**src/rtl/picomips_pkg.sv**
```systemverilog
// Shared picomips front-end constants.
package picomips_pkg;

  localparam int unsigned SW_WIDTH            = 8;
  localparam int unsigned DEFAULT_DEBOUNCE    = 16;
  localparam int unsigned DEFAULT_SYNC_STAGES = 2;

endpackage : picomips_pkg

```
**src/rtl/sync_debounce.sv**
```systemverilog
// Single-bit synchroniser followed by a debounce counter.
// Emits the debounced level and a combinational pulse on the edge where the level rises.
module sync_debounce
  import picomips_pkg::*;
#(
  parameter int unsigned SYNC_STAGES     = DEFAULT_SYNC_STAGES,
  parameter int unsigned DEBOUNCE_CYCLES = DEFAULT_DEBOUNCE
) (
  input  logic clk,
  input  logic reset,
  input  logic din,
  output logic level,
  output logic rise_c
);

  localparam int unsigned CNT_W = $clog2(DEBOUNCE_CYCLES);
  localparam logic [CNT_W-1:0] CNT_MAX = CNT_W'(DEBOUNCE_CYCLES - 1);

  logic [SYNC_STAGES-1:0] sync_q;
  logic [CNT_W-1:0]       cnt_q;
  logic                   din_s;
  logic                   flip;

  assign din_s  = sync_q[SYNC_STAGES-1];
  // Input has disagreed with the level for DEBOUNCE_CYCLES consecutive edges.
  assign flip   = (din_s != level) && (cnt_q == CNT_MAX);
  assign rise_c = flip && din_s;

  always_ff @(posedge clk or negedge reset) begin
    if (!reset) begin
      sync_q <= '0;
      cnt_q  <= '0;
      level  <= 1'b0;
    end else begin
      sync_q <= {sync_q[SYNC_STAGES-2:0], din};
      if (din_s == level) begin
        cnt_q <= '0;
      end else if (flip) begin
        level <= din_s;
        cnt_q <= '0;
      end else begin
        cnt_q <= cnt_q + CNT_W'(1);
      end
    end
  end

endmodule : sync_debounce

```
**src/rtl/input_conditioner.sv**
```systemverilog
// Conditions the raw ready button and switches for picomips: synchronise, debounce ready,
// capture the switch word on each debounced ready press and hold it under a valid/ack handshake.
module input_conditioner
  import picomips_pkg::*;
#(
  parameter int unsigned WIDTH           = SW_WIDTH,
  parameter int unsigned SYNC_STAGES     = DEFAULT_SYNC_STAGES,
  parameter int unsigned DEBOUNCE_CYCLES = DEFAULT_DEBOUNCE
) (
  input  logic             clk,
  input  logic             reset,
  input  logic             ready_raw,
  input  logic [WIDTH-1:0] sw_raw,
  output logic             ready_db,
  output logic [WIDTH-1:0] sw_hold,
  output logic             sample_valid,
  input  logic             sample_ack,
  output logic             overrun
);

  logic [WIDTH-1:0] sw_sync_q [SYNC_STAGES];
  logic [WIDTH-1:0] sw_s;
  logic             rise;

  sync_debounce #(
    .SYNC_STAGES    (SYNC_STAGES),
    .DEBOUNCE_CYCLES(DEBOUNCE_CYCLES)
  ) u_ready (
    .clk   (clk),
    .reset (reset),
    .din   (ready_raw),
    .level (ready_db),
    .rise_c(rise)
  );

  assign sw_s = sw_sync_q[SYNC_STAGES-1];

  // Switch bus synchroniser; switches are assumed settled before ready is pressed.
  always_ff @(posedge clk or negedge reset) begin
    if (!reset) begin
      for (int i = 0; i < int'(SYNC_STAGES); i++) sw_sync_q[i] <= '0;
    end else begin
      sw_sync_q[0] <= sw_raw;
      for (int i = 1; i < int'(SYNC_STAGES); i++) sw_sync_q[i] <= sw_sync_q[i-1];
    end
  end

  // Capture on press; a new press beats a same-edge ack, and an unacked overwrite is sticky.
  always_ff @(posedge clk or negedge reset) begin
    if (!reset) begin
      sw_hold      <= '0;
      sample_valid <= 1'b0;
      overrun      <= 1'b0;
    end else if (rise) begin
      sw_hold      <= sw_s;
      sample_valid <= 1'b1;
      if (sample_valid && !sample_ack) overrun <= 1'b1;
    end else if (sample_valid && sample_ack) begin
      sample_valid <= 1'b0;
    end
  end

endmodule : input_conditioner

```
**config.mk**
```make
export PLATFORM = sky130hd
export DESIGN_NAME = input_conditioner
export DESIGN_NICKNAME = d
export VERILOG_FILES = /design/src/rtl/picomips_pkg.sv /design/src/rtl/sync_debounce.sv /design/src/rtl/input_conditioner.sv
export SDC_FILE = /design/constraint.sdc
export NUM_CORES = 1
export LEC_CHECK = 0
export CAP_MARGIN = 20
export CORE_MARGIN = 2
export CORE_UTILIZATION = 30
export CTS_BUF_LIST = sky130_fd_sc_hd__clkbuf_16
export DETAILED_ROUTE_END_ITERATION = 7
export GPL_TIMING_DRIVEN = 1
export PLACE_DENSITY = 0.52
export SLEW_MARGIN = 15
export SYNTH_ARGS = -nofsm -noshare
export SYNTH_HDL_FRONTEND = slang
export SYNTH_SLANG_ARGS = --single-unit
export TNS_END_PERCENT = 30
```
**constraint.sdc**
```tcl
create_clock -name clk -period 2.7 [get_ports clk]
set_clock_uncertainty 0.15 [all_clocks]
set_input_delay 0.54 -clock clk [delete_from_list [all_inputs] [get_ports clk]]
set_output_delay 0.54 -clock clk [all_outputs]
set_load 0.01 [all_outputs]
```
==> metrics.txt <==
nets@finish=102; Arrival @ worst endpoint=~1.2 ns; CP required=roughly 2 ns; sw power=roughly 0.21 mW; Worst path slowest cell=clkdlybuf4s50_1; P_int=0.869 mW; worst setup path class=reg -> out; largest net degree at the start of global routing=34; CP Capture Type=primary output; Avg Cell Area, Syn=between 15 and 20 um^2; post-cts sizing count=0; hold buffer count at cts=0; Crit Path Max Fanout=4; CP bufs+invs=1; I/O Pins=23; FF+latch count, synth=33; hold slack=slightly below 0.2 ns; Clock power frac=48.7%; hold_sp=u_ready.sync_q[0]; Synth cell types=16; final setup violation count=0; GRT Total Usage=approximately 9.6%; PwrDens=around 730 mW/mm^2; TritonCTS Sinks=33; setup TNS=0 ns; most common cell after layout, fill and taps aside=dfrtp_1; Syn Inst Count=59; Max clock buf depth=2; Die Area=0.00402 mm^2; initial antenna violation count=0; cell row count=21; vias in the first global route=596; share of layout cells above drive strength 1=25.6%; Tightest Pin Transition=0.403 ns; slowest cell delay on critical path=0.56 ns; detailed-route vias per instance=~4.1; total number of vias=553; CTS Buf Count=5; worst hold stages=0; worst-case vdd ir drop=0.521 mV; period utilization=71.6%; worst r2r src=u_ready.cnt_q[0]; Critical Path, Cell by Cell=clkdlybuf4s50_1; post-synthesis net count=72; setup bufs post-CTS=0; register area=826 um^2; IO Port Bufs=22; Post-Syn Area=0.00106 mm^2; Ys Warns=0; switching part of the total=19.7%; 1st-iter DRT viols=7; Gate power share=under 10%; Max-Cap Viols=0; Routed WL per cell=roughly 11 um; Seq pwr share=48.1%; clock transition at the registers of the reported paths=0.05 ns; area of the multi-input gates=213 um^2; drt pass-1 iters=2; routability cong.=0.696; starting density of the core=31.4%; Inserted Diodes=0; relative slew slack=73.1%; leak pwr=0.667 nW; FILL cells=331; global-route wire length before repair=2.75 mm; crit path launch type=flip-flop; Routed Antenna Nets=0; # H-tree levels=2; fin crit period=1.93 ns; Max Slew Vio Count=0; commonest non-fill, non-tap cells in the layout=dfrtp_1 (33), clkdlybuf4s50_1 (22), mux2_2 (9); RSZ-0062 raised after global routing=no; TritonCTS clock tree=done; Critical R2R Capture=sw_hold[0]; Hold Path End=u_ready.sync_q[1]; die width=63.4 um; die height=63.4 um; Crit path max-delay family=buffers and inverters; sequential area share after synthesis=about four fifths; Worst Reg-to-Reg Cells=5; worst min-delay path class=reg -> reg; final hold vios=0; Core Region=0.00336 mm^2; status=finished clean; final wirelength=approximately 1.5 mm; Area Overhead vs Synth=40.1%; CTS Root Cell=clkbuf_16; grt ovf=0; Worst R2R Setup Slack=0.99 ns; DR DRC count=0; Post-DP HPWL=around 1000 um; FMAX=about 0.52 GHz; Clock Latency Late Sink=0.27 ns
layer usage:
metal	GRT usage, %	vias to the layer above	routed length (um)
met5	0	-	0
met4	5.71	0	38
met3	5.71	5	125
met2	13.4	16	693
met1	11.3	275	633
li1	-	257	-
registers in the layout (all words and copies together), names as in the netlist:
signal	cells
u_ready.level	1
sample_valid	1
sw_hold	8
u_ready.sync_q	2
overrun	1
u_ready.cnt_q	4
sw_sync_q	8
sw_s	8
Yosys cell counts:
cell type,count,area [um^2]
nor2b_1,1,6.26
dfrtp_1,33,826
nor3b_1,1,7.51
a31o_2,1,8.76
nor3b_2,1,12.5
nor2_1,1,3.75
mux2_2,9,101
inv_1,2,7.51
nand3_2,1,10.0
a21o_2,1,8.76
ha_1,1,12.5
xnor2_1,2,17.5
o21ai_0,1,5.00
buf_6,1,11.3
nand4b_1,1,8.76
a21oi_1,2,10.0
metrics by stage:
stage	utilization [%]	cells	worst slack, ns	instance area, um^2	total power, mW
finish	44.0	136	0.768	1480	1.08
detailed placement	39.8	128	0.982	1340	0.565
floorplan	-	59	1.10	1060	0.535
global route	44.0	136	0.728	1480	1.13
global placement	39.8	128	1.02	1340	0.564
CTS	44.0	136	0.746	1480	1.10
cell families after synthesis:
kind of cell	synth area share [%]
buffers and inverters	1.78
flip-flops	78.1
AND/OR/NAND/NOR	4.62
adder cells (fa/ha/maj)	1.18
XOR/XNOR	1.66
AO/OA/AOI/OAI	3.08
multiplexers	9.59
power by group through the flow:
stage	clock network [mW]	registers, mW	logic, mW
2_1_floorplan	0	0.526	0.00831
3_3_place_gp	0	0.528	0.0363
3_5_place_dp	0	0.529	0.0364
4_1_cts	0.541	0.520	0.0364
5_1_grt	0.572	0.522	0.0402
6_report	0.527	0.520	0.0350
worst register-to-register path: cells and delay by family (launching register included):
family / cells / cell delay (ns)
fa+ha+maj: 1 / 0.23
buf+inv: 1 / 0.20
flops: 1 / 0.39
mux: 1 / 0.34
simple gates: 2 / 0.28
area by class of cell:
cell class / count / share of cell area, %
clock buffer: 5 / 8.45
clock inverter: 3 / 1.18
inverter: 2 / 0.507
multi-input combinational: 23 / 14.4
sequential: 33 / 55.7
tap: 46 / 3.89
timing repair buffer: 24 / 15.9
worst max-delay path by stage:
stage / from / to / slack (ns) / depth (start not counted)
floorplan: u_ready.cnt_q[0] / sw_hold[0] / 1.10 / 5
global placement: u_ready.cnt_q[0] / sw_hold[4] / 1.02 / 5
detailed placement: u_ready.cnt_q[0] / sw_hold[4] / 0.98 / 5
CTS: u_ready.level / ready_db / 0.75 / 1
global route: u_ready.level / ready_db / 0.73 / 1
finish: u_ready.level / ready_db / 0.77 / 1
(Power assumes the default switching activity.)
